File: src/rtl/cpu_sequencer_pkg.sv
// Shared constants for the cpu_sequencer control path: opcodes, ALU encodings,
// FSM state codes and instruction field positions.
package cpu_sequencer_pkg;

    typedef logic [5:0] opcode_t;

    localparam opcode_t OP_ADD  = 6'b000000;
    localparam opcode_t OP_SUB  = 6'b000001;
    localparam opcode_t OP_JMP  = 6'b000010;
    localparam opcode_t OP_BEQ  = 6'b000011;
    localparam opcode_t OP_HALT = 6'b111111;

    localparam logic [1:0] ALU_NONE = 2'b00;
    localparam logic [1:0] ALU_ADD  = 2'b01;
    localparam logic [1:0] ALU_SUB  = 2'b10;

    localparam logic [2:0] StIdle      = 3'd0;
    localparam logic [2:0] StFetch     = 3'd1;
    localparam logic [2:0] StDecode    = 3'd2;
    localparam logic [2:0] StExecute   = 3'd3;
    localparam logic [2:0] StWriteback = 3'd4;
    localparam logic [2:0] StHalt      = 3'd5;

    localparam int unsigned OPC_MSB = 31;
    localparam int unsigned OPC_LSB = 26;
    localparam int unsigned OFF_MSB = 25;
    localparam int unsigned OFF_LSB = 18;
    localparam int unsigned RD_MSB  = 17;
    localparam int unsigned RD_LSB  = 12;
    localparam int unsigned TGT_MSB = 15;
    localparam int unsigned TGT_LSB = 0;

endpackage

File: src/rtl/cpu_sequencer_instr_classify.sv
// Combinational opcode classifier: instruction class flags and the ALU operation
// each class requests.
module cpu_sequencer_instr_classify
    import cpu_sequencer_pkg::*;
(
    input  opcode_t    opcode,
    output logic       is_alu,
    output logic       is_jmp,
    output logic       is_beq,
    output logic       is_halt,
    output logic       is_illegal,
    output logic [1:0] alu_sel
);

    always_comb begin
        is_alu     = 1'b0;
        is_jmp     = 1'b0;
        is_beq     = 1'b0;
        is_halt    = 1'b0;
        is_illegal = 1'b0;
        alu_sel    = ALU_NONE;
        case (opcode)
            OP_ADD: begin
                is_alu  = 1'b1;
                alu_sel = ALU_ADD;
            end
            OP_SUB: begin
                is_alu  = 1'b1;
                alu_sel = ALU_SUB;
            end
            OP_JMP:  is_jmp = 1'b1;
            // BEQ compares by subtraction; alu_zero reports equality
            OP_BEQ: begin
                is_beq  = 1'b1;
                alu_sel = ALU_SUB;
            end
            OP_HALT: is_halt = 1'b1;
            default: is_illegal = 1'b1;
        endcase
    end

endmodule

File: src/rtl/cpu_sequencer.sv
// Multi-cycle control sequencer: owns PC and instruction register, fetches over a
// req/ready handshake and steps each instruction through decode/execute/writeback.
module cpu_sequencer
    import cpu_sequencer_pkg::*;
#(
    parameter int unsigned PC_W     = 16,
    parameter int unsigned RETIRE_W = 16
) (
    input  logic                clk,
    input  logic                reset,
    input  logic                run,
    output logic                imem_req,
    output logic [PC_W-1:0]     imem_addr,
    input  logic                imem_ready,
    input  logic [31:0]         imem_rdata,
    output logic [31:0]         instr,
    output logic [1:0]          alu_op,
    input  logic                alu_zero,
    output logic                reg_write,
    output logic [5:0]          wb_addr,
    output logic [PC_W-1:0]     pc,
    output logic [2:0]          state,
    output logic                halted,
    output logic                illegal,
    output logic [RETIRE_W-1:0] retired
);

    logic [2:0]          state_q, state_d;
    logic [PC_W-1:0]     pc_q, pc_d;
    logic [31:0]         instr_q, instr_d;
    logic [1:0]          alu_op_q, alu_op_d;
    logic                reg_write_q, reg_write_d;
    logic                imem_req_q, imem_req_d;
    logic                halted_q, halted_d;
    logic                illegal_q, illegal_d;
    logic [RETIRE_W-1:0] retired_q, retired_d;
    logic                retire;

    logic       is_alu, is_jmp, is_beq, is_halt, is_illegal;
    logic [1:0] alu_sel;
    logic [7:0] br_off;

    cpu_sequencer_instr_classify u_classify (
        .opcode     (instr_q[OPC_MSB:OPC_LSB]),
        .is_alu     (is_alu),
        .is_jmp     (is_jmp),
        .is_beq     (is_beq),
        .is_halt    (is_halt),
        .is_illegal (is_illegal),
        .alu_sel    (alu_sel)
    );

    assign br_off = instr_q[OFF_MSB:OFF_LSB];

    always_comb begin
        state_d   = state_q;
        pc_d      = pc_q;
        instr_d   = instr_q;
        illegal_d = illegal_q;
        retire    = 1'b0;
        case (state_q)
            StIdle: begin
                if (run) state_d = StFetch;
            end
            StFetch: begin
                if (imem_ready) begin
                    instr_d = imem_rdata;
                    pc_d    = pc_q + PC_W'(1);
                    state_d = StDecode;
                end
            end
            StDecode: begin
                if (is_halt) begin
                    state_d   = StHalt;
                    illegal_d = 1'b0;
                end else if (is_illegal) begin
                    state_d   = StHalt;
                    illegal_d = 1'b1;
                end else begin
                    state_d = StExecute;
                end
            end
            StExecute: begin
                if (is_alu) begin
                    state_d = StWriteback;
                end else begin
                    // pc already points past the branch, so the offset is relative to it
                    if (is_jmp) begin
                        pc_d = PC_W'(instr_q[TGT_MSB:TGT_LSB]);
                    end else if (is_beq && alu_zero) begin
                        pc_d = pc_q + {{(PC_W-8){br_off[7]}}, br_off};
                    end
                    retire = 1'b1;
                end
            end
            StWriteback: retire = 1'b1;
            StHalt:      state_d = StHalt;
            default:     state_d = StIdle;
        endcase
        if (retire) state_d = run ? StFetch : StIdle;
    end

    always_comb begin
        alu_op_d = ALU_NONE;
        if (state_d == StExecute) begin
            alu_op_d = alu_sel;
        end else if (state_d == StWriteback) begin
            alu_op_d = alu_op_q;
        end
        reg_write_d = (state_d == StWriteback);
        imem_req_d  = (state_d == StFetch);
        halted_d    = (state_d == StHalt);
        retired_d   = retired_q;
        if (retire && !(&retired_q)) retired_d = retired_q + RETIRE_W'(1);
    end

    always_ff @(posedge clk) begin
        if (reset) begin
            state_q     <= StIdle;
            pc_q        <= '0;
            instr_q     <= '0;
            alu_op_q    <= ALU_NONE;
            reg_write_q <= 1'b0;
            imem_req_q  <= 1'b0;
            halted_q    <= 1'b0;
            illegal_q   <= 1'b0;
            retired_q   <= '0;
        end else begin
            state_q     <= state_d;
            pc_q        <= pc_d;
            instr_q     <= instr_d;
            alu_op_q    <= alu_op_d;
            reg_write_q <= reg_write_d;
            imem_req_q  <= imem_req_d;
            halted_q    <= halted_d;
            illegal_q   <= illegal_d;
            retired_q   <= retired_d;
        end
    end

    assign imem_req  = imem_req_q;
    assign imem_addr = pc_q;
    assign instr     = instr_q;
    assign alu_op    = alu_op_q;
    assign reg_write = reg_write_q;
    assign wb_addr   = instr_q[RD_MSB:RD_LSB];
    assign pc        = pc_q;
    assign state     = state_q;
    assign halted    = halted_q;
    assign illegal   = illegal_q;
    assign retired   = retired_q;

endmodule

File: config.mk
export PLATFORM = sky130hd
export DESIGN_NAME = cpu_sequencer
export DESIGN_NICKNAME = d
export VERILOG_FILES = /design/src/rtl/cpu_sequencer_pkg.sv /design/src/rtl/cpu_sequencer_instr_classify.sv /design/src/rtl/cpu_sequencer.sv
export SDC_FILE = /design/constraint.sdc
export NUM_CORES = 1
export LEC_CHECK = 0
export ABC_AREA = 1
export CAP_MARGIN = 5
export CORE_MARGIN = 2
export CORE_UTILIZATION = 49
export DETAILED_ROUTE_END_ITERATION = 8
export GPL_TIMING_DRIVEN = 0
export PLACE_DENSITY = 0.9
export SETUP_SLACK_MARGIN = 0.15
export SYNTH_ARGS = -nofsm -noshare
export SYNTH_HDL_FRONTEND = slang
export SYNTH_HIERARCHICAL = 1
export SYNTH_SLANG_ARGS = --single-unit
File: constraint.sdc
create_clock -name clk -period 2.2 [get_ports clk]
set_clock_uncertainty 0.1 [all_clocks]
set_input_delay 0.33 -clock clk [delete_from_list [all_inputs] [get_ports clk]]
set_output_delay 0.33 -clock clk [all_outputs]
set_load 0.02 [all_outputs]
==> flow_metrics.py <==
metrics = {
    "synth": {
        "synth_seq_cells": 73,
        "ys_seq_area_share_pct": 30.8,
        "ys_async_sr_fraction_pct": 0,
        "syn_area_um2": 4750,
        "ys_types": 41,
        "synth.avg_cell_area_um2": 6.38,
        "synth_edf_count": 0,
        "synth_ff_type": "dfxtp_1",
        "syn_inst": 744,
        "synth_fp_nets": 799,
        "yosysWarningCount": 6,
    },
    "timing": {
        "min_period_ns": 2.02,
        "clock.fmax_mhz": 496,
        "tightest_slew_ns": 0.621,
        "rsz0062_at_grt": "yes",
        "fin_setup_tns_ns": 0,
        "drv_slew": 0,
        "relSlewSlack_pct": 58.6,
        "fin_hold_ws_ns": 0.286,
        "period_share_pct": 91.6,
        "setup_viol": 0,
        "setup_ws_ns": 0.185,
        "hold_viol_final": 0,
    },
    "power": {
        "intPower_w": 0.00242,
        "swShare_pct": 33.6,
        "power_frac_clock_pct": 29.1,
        "vdd_drop_max_mv": 0.377,
        "seq_power_share_pct": 42.3,
        "p_switching_w": 0.00122,
        "p_per_area_nw_per_um2": 559,
        "comb_power_share_pct": 28.7,
        "p_leak_nw": 2.78,
    },
    "die": {
        "io_pins": 132,
        "die_w_um": 102,
        "num_rows": 35,
        "die_area_um2": 10500,
        "initial_core_util_pct": 50.9,
        "die-height_um": 102,
        "core_area_um2": 9330,
    },
    "clocking": {
        "cts.sinks": 73,
        "clk_pin_slew_ns": 0.09,
        "cts_root_buf": "clkbuf_8",
        "htreeDepth": 3,
        "insertion_delay_ns": 0.35,
        "numCtsBuffers": 9,
        "cts_max_path_buffers": 2,
        "cts_tree": "done",
    },
    "cells_and_area": {
        "drive_gt1_share_pct": 13.0,
        "final_common_cell": "nand2_1",
        "fin_nets": 944,
        "final_cell_count_no_fill": 1023,
        "nFillCells": 769,
        "antennaDiodeCount": 0,
        "multi_input_area_um2": 2740,
        "layout_common_cells": "nand2_1 (164), clkdlybuf4s50_1 (130), nor2_1 (124)",
        "syn_to_final_growth_pct": 37.3,
        "register_area_um2": 1490,
    },
    "placed_design": {
        "dp_cells": 1003,
        "hpwl_um": 10800,
        "place.port_buffers": 130,
        "gp_congestion": 0.965,
        "pre_cts_ws_ns": -0.0502,
    },
    "grt": {
        "grt_pass1_wl_um": 22600,
        "antenna_found_initial": 0,
        "grt_start_max_net_pins": 14,
        "grt_pass1_vias": 4679,
        "grt_usage_pct": 27.4,
        "grt_overflow": 0,
    },
    "drt": {
        "vias_per_cell": 5.17,
        "drtIter0Drc": 428,
        "wl_per_cell_um": 13.9,
        "drt_wl_total_um": 14300,
        "vias": 5287,
        "ant_nets": 0,
        "post-route-drc-count": 0,
        "first_pass_iters": 5,
    },
    "setup_path": {
        "crit_required_ns": 1.77,
        "cp_max_fo": 6,
        "cp-end-kind": "output port",
        "critPathLaunchType": "flip-flop",
        "worstPathArrival_ns": 1.59,
        "critical_path_class": "reg -> out",
    },
    "min_path": {
        "min_path_type": "in -> reg",
    },
    "status": {
        "status": "finished, final reports clean",
    },
    "run": {
        "cap_viol_max_count": 0,
    },
}
metal layers:
layer	global-route usage [%]	vias to the layer above	part of all wire, %
met5	0	-	0
met4	11.3	0	2.8
met3	5.20	40	8.3
met2	44.9	245	47
met1	35.3	2341	42
li1	-	2661	-
sequential cells by signal, summed over array words and instances (netlist names):
name,flops
reg_write,1
retired,16
imem_addr,16
alu_op,2
state,3
instr,32
imem_req,1
halted,1
illegal,1
synthesized netlist by cell type, drive strengths merged (2+ instances only):
cell    count  area (um^2)
a21oi      44          250
a31oi       4         25.0
and2        2         12.5
buf        35          245
clkbuf     12         45.0
clkinv      2         8.75
dfxtp      73         1460
ha         17          213
inv        81          304
nand2     176          686
nand3      44          230
nand3b      5         37.5
nand4       5         31.3
nor2      128          493
nor3       19          105
o211ai      5         37.5
o21ai      64          320
o21bai      2         15.0
or2         2         12.5
xnor2       8         70.1
xor2        9         78.8
worst max-delay path: stages, from the launching register on:
cell and delay [ns]:
dfxtp_1 0.49, buf_4 0.16, clkdlybuf4s50_1 0.58
kinds of logic after synthesis:
group / Yosys count / share of synthesized area [%]
flip-flops: 73 / 30.8
XOR/XNOR: 17 / 3.14
AND/OR/NAND/NOR: 384 / 34.3
AO/OA/AOI/OAI: 122 / 14.2
buffers and inverters: 130 / 12.7
adder cells (fa/ha/maj): 18 / 4.90
area by class of cell:
cell class / instances / area share, %
multi-input combinational: 541 / 42.0
timing repair buffer: 134 / 20.4
inverter: 83 / 4.80
clock buffer: 9 / 1.90
buffer: 47 / 4.47
tap: 129 / 2.48
sequential: 73 / 22.9
clock inverter: 7 / 1.06
power by group through the flow:
stage | Combinational (W) | Clock [W] | Sequential, W
5_1_grt | 0.00115 | 0.00112 | 0.00155
2_1_floorplan | 0.000518 | 0 | 0.00162
3_5_place_dp | 0.00101 | 0 | 0.00156
3_3_place_gp | 0.000991 | 0 | 0.00156
6_report | 0.00104 | 0.00106 | 0.00154
4_1_cts | 0.00102 | 0.00107 | 0.00153
worst paths after layout:
check	startpoint	end	slack, ns	cells after the start
min reg2reg	illegal$_SDFFE_PP0P_	illegal$_SDFFE_PP0P_	0.38	2
max	imem_addr[15]$_SDFFE_PP0P_	pc[15]	0.18	2
max reg2reg	imem_addr[0]$_SDFFE_PP0P_	imem_addr[10]$_SDFFE_PP0P_	0.25	11
min	reset	retired[8]$_SDFFE_PP0P_	0.29	2
metrics by stage:
step	total power, W	util (%)	area (um^2)
after floorplan	0.00214	-	4750
after global placement	0.00255	66.6	6210
after detailed placement	0.00257	66.6	6210
after CTS	0.00362	68.9	6430
after global routing	0.00381	69.9	6520
final	0.00364	69.9	6520
repair_timing:
action | CTS | global route
pin swaps | 0 | 5
hold buffers | 0 | 0
resized for setup | 13 | 24
setup endpoints to repair | 26 | 22
setup buffers | 0 | 4
Power figures use the tool's default switching activity.
==> RTL change 1, RTL diff (config.mk and constraints unchanged) <==
Make the reset (`reset`) asynchronous in one clocked block.
--- a/src/rtl/cpu_sequencer.sv
+++ b/src/rtl/cpu_sequencer.sv
@@ -115,5 +115,5 @@
     end
 
-    always_ff @(posedge clk) begin
+    always_ff @(posedge clk or posedge reset) begin
         if (reset) begin
             state_q     <= StIdle;
Behaviour: differs if reset is asserted again (counterexample within 4 cycles, from zero or initial values and one cycle with reset high); with reset held inactive, the same outputs for 10 cycles.
==> RTL change 1 against the unedited design <==
Routed wire length grew 3.4%; die area grew 0.27%; sequential cell count is the same; utilization grew 4.9 points; global-route usage shrank 1.2 points; sequential share of layout area grew 3.5 points; critical path depth grew 7; area after synthesis grew 0.29%; hold slack gained 0.025 ns; count of clock-buffer cells in the layout grew 2; worst setup slack lost 0.14 ns; cell area grew 6.9%; critical endpoint is now imem_addr[8]$_DFFE_PP0P_; highest routed layer unchanged.
Power is not compared: it rests on default switching activity, and its combinational part moved more than twofold at a synthesized area within 25%.
==> RTL change 1: results <==
export IMPL_dp_slack_ns=-0.197
export IMPL_placed_area_um2=6270
export IMPL_portBuffers=131
export IMPL_status="completed"
export IMPL_via_per_inst=5.32
export IMPL_dr_first_iter_drc_count=258
export IMPL_fin_cells=922
export IMPL_dp_cells=882
export IMPL_grt_use_total=0.262
export IMPL_yosysSeqAreaShare=0.384
export IMPL_cp_startpoint="imem_addr[3]$_DFFE_PP0P_"
export IMPL_netlist_top_cells_count="nand2_1 (166), inv_1 (75), dfrtp_1 (73), nor2_1 (68), nand3_1 (40)"
export IMPL_crit_slowest_cell="dfrtp_2"
export IMPL_nets=843
export IMPL_finalWeightedCongestion=0.956
export IMPL_synthesis_nets=676
export IMPL_path_max_fanout=5
export IMPL_synth_avg_cell_area_um2=7.67
export IMPL_worstPathArrival_ns=2.31
export IMPL_grt_max_degree=45
export IMPL_dp_final_hpwl_um=10200
export IMPL_max_stage_delay_ns=0.47
export IMPL_wl_per_cell_um=16.0
export IMPL_grt_pass1_vias=4587
export IMPL_r2r_start="imem_addr[3]$_DFFE_PP0P_"
export IMPL_synthFlopType="dfrtp_1"
export IMPL_final_layout_size_suffix_gt1_frac=0.223
export IMPL_hold_path_class="in -> async"
export IMPL_path_delay_family="simple AND/OR/NAND/NOR gates"
-- RTL change 1: cell types whose count changed in the layout (fill, tap and decap cells not counted), sizes merged, moves of 17 or more --
cell,before,now
a21oi,44,27
dfxtp,73,0
o21ai,64,13
mux2,0,32
dfrtp,0,73
nor2,128,72
-- RTL change 1: repair_timing --
action                                  in CTS  in global routing
pin swaps                                    5                 17
gates cloned                                 0                  1
setup buffers                                7                 16
resized for setup                           10                 64
endpoints found under the setup margin      17                 24
-- RTL change 1: layer usage --
| layer | vias to the layer above | part of all wire | track usage |
|---|---|---|---|
| li1 | 2315 | - | - |
| met1 | 2316 | 0.41 | 0.341 |
| met2 | 245 | 0.49 | 0.444 |
| met3 | 30 | 0.083 | 0.0549 |
| met4 | 0 | 0.018 | 0.0697 |
| met5 | - | 0 | 0 |
-- RTL change 1: power groups by stage --
stage	clock network [mW]	registers, mW	logic, mW
after floorplan	0	3.02	3.77
after global placement	0	2.53	6.47
after detailed placement	0	2.55	6.65
after CTS	1.12	2.53	6.82
after global routing	1.17	2.65	8.42
final	1.12	2.59	7.79
-- RTL change 1: cell families (layout without fill, tap and decap cells) --
group	after synthesis	in the layout	synth area share
AOI/OAI and AO/OA	53	53	0.0678
xor gates and xnor gates	21	21	0.0386
adders and majority gates	18	18	0.0489
buffers and inverters	111	283	0.106
DFF	73	73	0.384
muxes	32	32	0.0757
and+or+nand+nor	313	313	0.279
-- RTL change 1: cell type report --
class / count / area [um2]
Tap cell: 129 / 161
Inverter: 78 / 302
Multi-Input combinational cell: 437 / 2690
Clock inverter: 5 / 63.8
Sequential cell: 73 / 1840
Timing Repair Buffer: 156 / 1550
Clock buffer: 11 / 141
Buffer: 33 / 226
Fill cell: 711 / 2360
==> RTL change 2, RTL diff (same settings) <==
Without the edit above. Put one more register stage on the output `retired`, cleared by the reset. The value now appears one clock later. The other outputs are not delayed to match.
--- a/src/rtl/cpu_sequencer.sv
+++ b/src/rtl/cpu_sequencer.sv
@@ -149,5 +149,11 @@
     assign halted    = halted_q;
     assign illegal   = illegal_q;
-    assign retired   = retired_q;
+    always_ff @(posedge clk) begin
+        if (reset) begin
+            retired <= '0;
+        end else begin
+            retired <= retired_q;
+        end
+    end
 
 endmodule
Formal check against the unedited RTL: not equivalent (a bounded check fails within 10 cycles, from zero or initial values and one cycle with reset high).
==> RTL change 2 against the unedited design <==
Sequential cell count is 16 higher; power rose by 11%; sequential share of layout area grew 3.5 points; routed wire length grew 5.5%; worst setup slack better by 0.0095 ns; synthesized cell count grew 3.4%; cell area rose by 5.3%; area after synthesis rose by 6.4%; critical path type unchanged; critical endpoint is now wb_addr[1].
==> RTL change 2: results <==
export IMPL_rr_endpoint="imem_addr[8]$_SDFFE_PP0P_"
export IMPL_r2r_cells=12
export IMPL_netlist_top_cells_count="nand2_1 (161), nor2_1 (137), dfxtp_1 (89), inv_1 (89), o21ai_0 (60)"
export IMPL_grt_use_total=0.261
export IMPL_nets=968
export IMPL_synthFlopType="dfxtp_1"
export IMPL_clk_latency_ns=0.36
export IMPL_max_freq_ghz=0.499
export IMPL_fin_cells=1054
export IMPL_p_per_area_nw_per_um2=590
export IMPL_grt_use_met1=0.336
export IMPL_synth_cell_types=38
export IMPL_antenna_found_initial=0
export IMPL_grt_pass1_wl_um=23700
export IMPL_power_leakage_nw=2.93
export IMPL_holdPathEnd="retired_q[8]$_SDFFE_PP0P_"
export IMPL_combPwrFrac=0.257
export IMPL_cts_htree_levels=3
export IMPL_dp_slack_ns=0.0157
export IMPL_wirelength_um=15000
export IMPL_dp_final_hpwl_um=11000
export IMPL_hold_path_class="in -> reg"
export IMPL_clk_pin_slew_ns=0.10
export IMPL_top_usage_layer="met2"
export IMPL_r2r_start="imem_addr[0]$_SDFFE_PP0P_"
export IMPL_placed_area_um2=6520
export IMPL_finalWeightedCongestion=0.950
export IMPL_antenna_cells=0
export IMPL_synth_edf_count=0
export IMPL_grt_max_degree=17
export IMPL_numCtsBuffers=9
export IMPL_ys_warn_count=6
export IMPL_internal_power_mw=2.72
export IMPL_dp_cells=1035
export IMPL_timing_hold_ws_ns=0.284
export IMPL_synthesis_nets=824
export IMPL_yosysSeqAreaShare=0.353
export IMPL_seq_power_share=0.453
export IMPL_dr_first_iter_drc_count=330
export IMPL_path_max_fanout=4
export IMPL_tightestPinTransition_ns=0.588
export IMPL_grtUsageMet2=0.430
export IMPL_portBuffers=130
export IMPL_via_per_inst=5.26
export IMPL_r2r_slack_ns=0.23
export IMPL_status="completed"
export IMPL_dr_pass1_iters=5
export IMPL_worstHoldStart="reset"
export IMPL_synth_area_leaders="dfxtp_1 (35%), nand2_1 (12%), nor2_1 (10%)"
export IMPL_synth_cells=769
export IMPL_gr_usage_met3=0.0489
export IMPL_final_layout_size_suffix_gt1_frac=0.113
export IMPL_cts_root_buf="clkbuf_8"
export IMPL_cp_startpoint="instr[13]$_SDFFE_PP0P_"
export IMPL_grt_pass1_vias=5051
export IMPL_async_flop_share=0
export IMPL_clk_path_buf_depth=2
export IMPL_irDropWorstVdd_mv=0.475
## RTL change 2: cell count changes in the layout (fill, tap and decap cells not counted), sizes merged, moves of 2 or more
cell,unedited run,this run
a21oi,44,48
buf,38,35
clkbuf,22,24
clkinv,5,3
clkinvlp,2,0
dfxtp,73,89
inv,82,94
nand2,176,165
nand3,44,41
nor2,128,140
o21ai,64,66
xnor2,8,4
## RTL change 2: worst max-delay path by stage
stage and end:
2_1_floorplan imem_addr[14]$_SDFFE_PP0P_, 3_3_place_gp imem_addr[6]$_SDFFE_PP0P_, 3_5_place_dp imem_addr[6]$_SDFFE_PP0P_, 4_1_cts imem_addr[10]$_SDFFE_PP0P_, 5_1_grt imem_addr[8]$_SDFFE_PP0P_, 6_report wb_addr[1]
## RTL change 2: per-layer routing
layer,part of all wire,vias to the layer above,wire length (um)
li1,-,2725,-
met1,0.43,2485,6400
met2,0.46,278,6940
met3,0.082,52,1240
met4,0.031,0,467
met5,0,-,0
## RTL change 2: critical path, cell delays in order, from the launching register on
cell and delay (ns):
dfxtp_1 0.47, buf_4 0.16, clkdlybuf4s50_1 0.59
## RTL change 2: final cells by class
class	instances	area [um2]
Buffer	46	283
Sequential cell	89	1810
Tap cell	136	170
Timing Repair Buffer	133	1320
Inverter	92	347
Multi-Input combinational cell	542	2730
Fill cell	865	3320
Clock buffer	10	128
Clock inverter	6	72.6
## RTL change 2: kinds of logic after synthesis
kind of cell               synth area share
AOI/OAI and AO/OA                     0.138
xor gates and xnor gates             0.0243
adders and majority gates            0.0461
buffers and inverters                 0.124
DFF                                   0.353
and+or+nand+nor                       0.315
## RTL change 2: timing repair
| item | in CTS | in global routing |
|---|---|---|
| pin swaps | 3 | 10 |
| setup buffers | 0 | 3 |
| gates resized for setup | 14 | 32 |
| setup endpoints to repair | 20 | 26 |
| cloned | 0 | 0 |
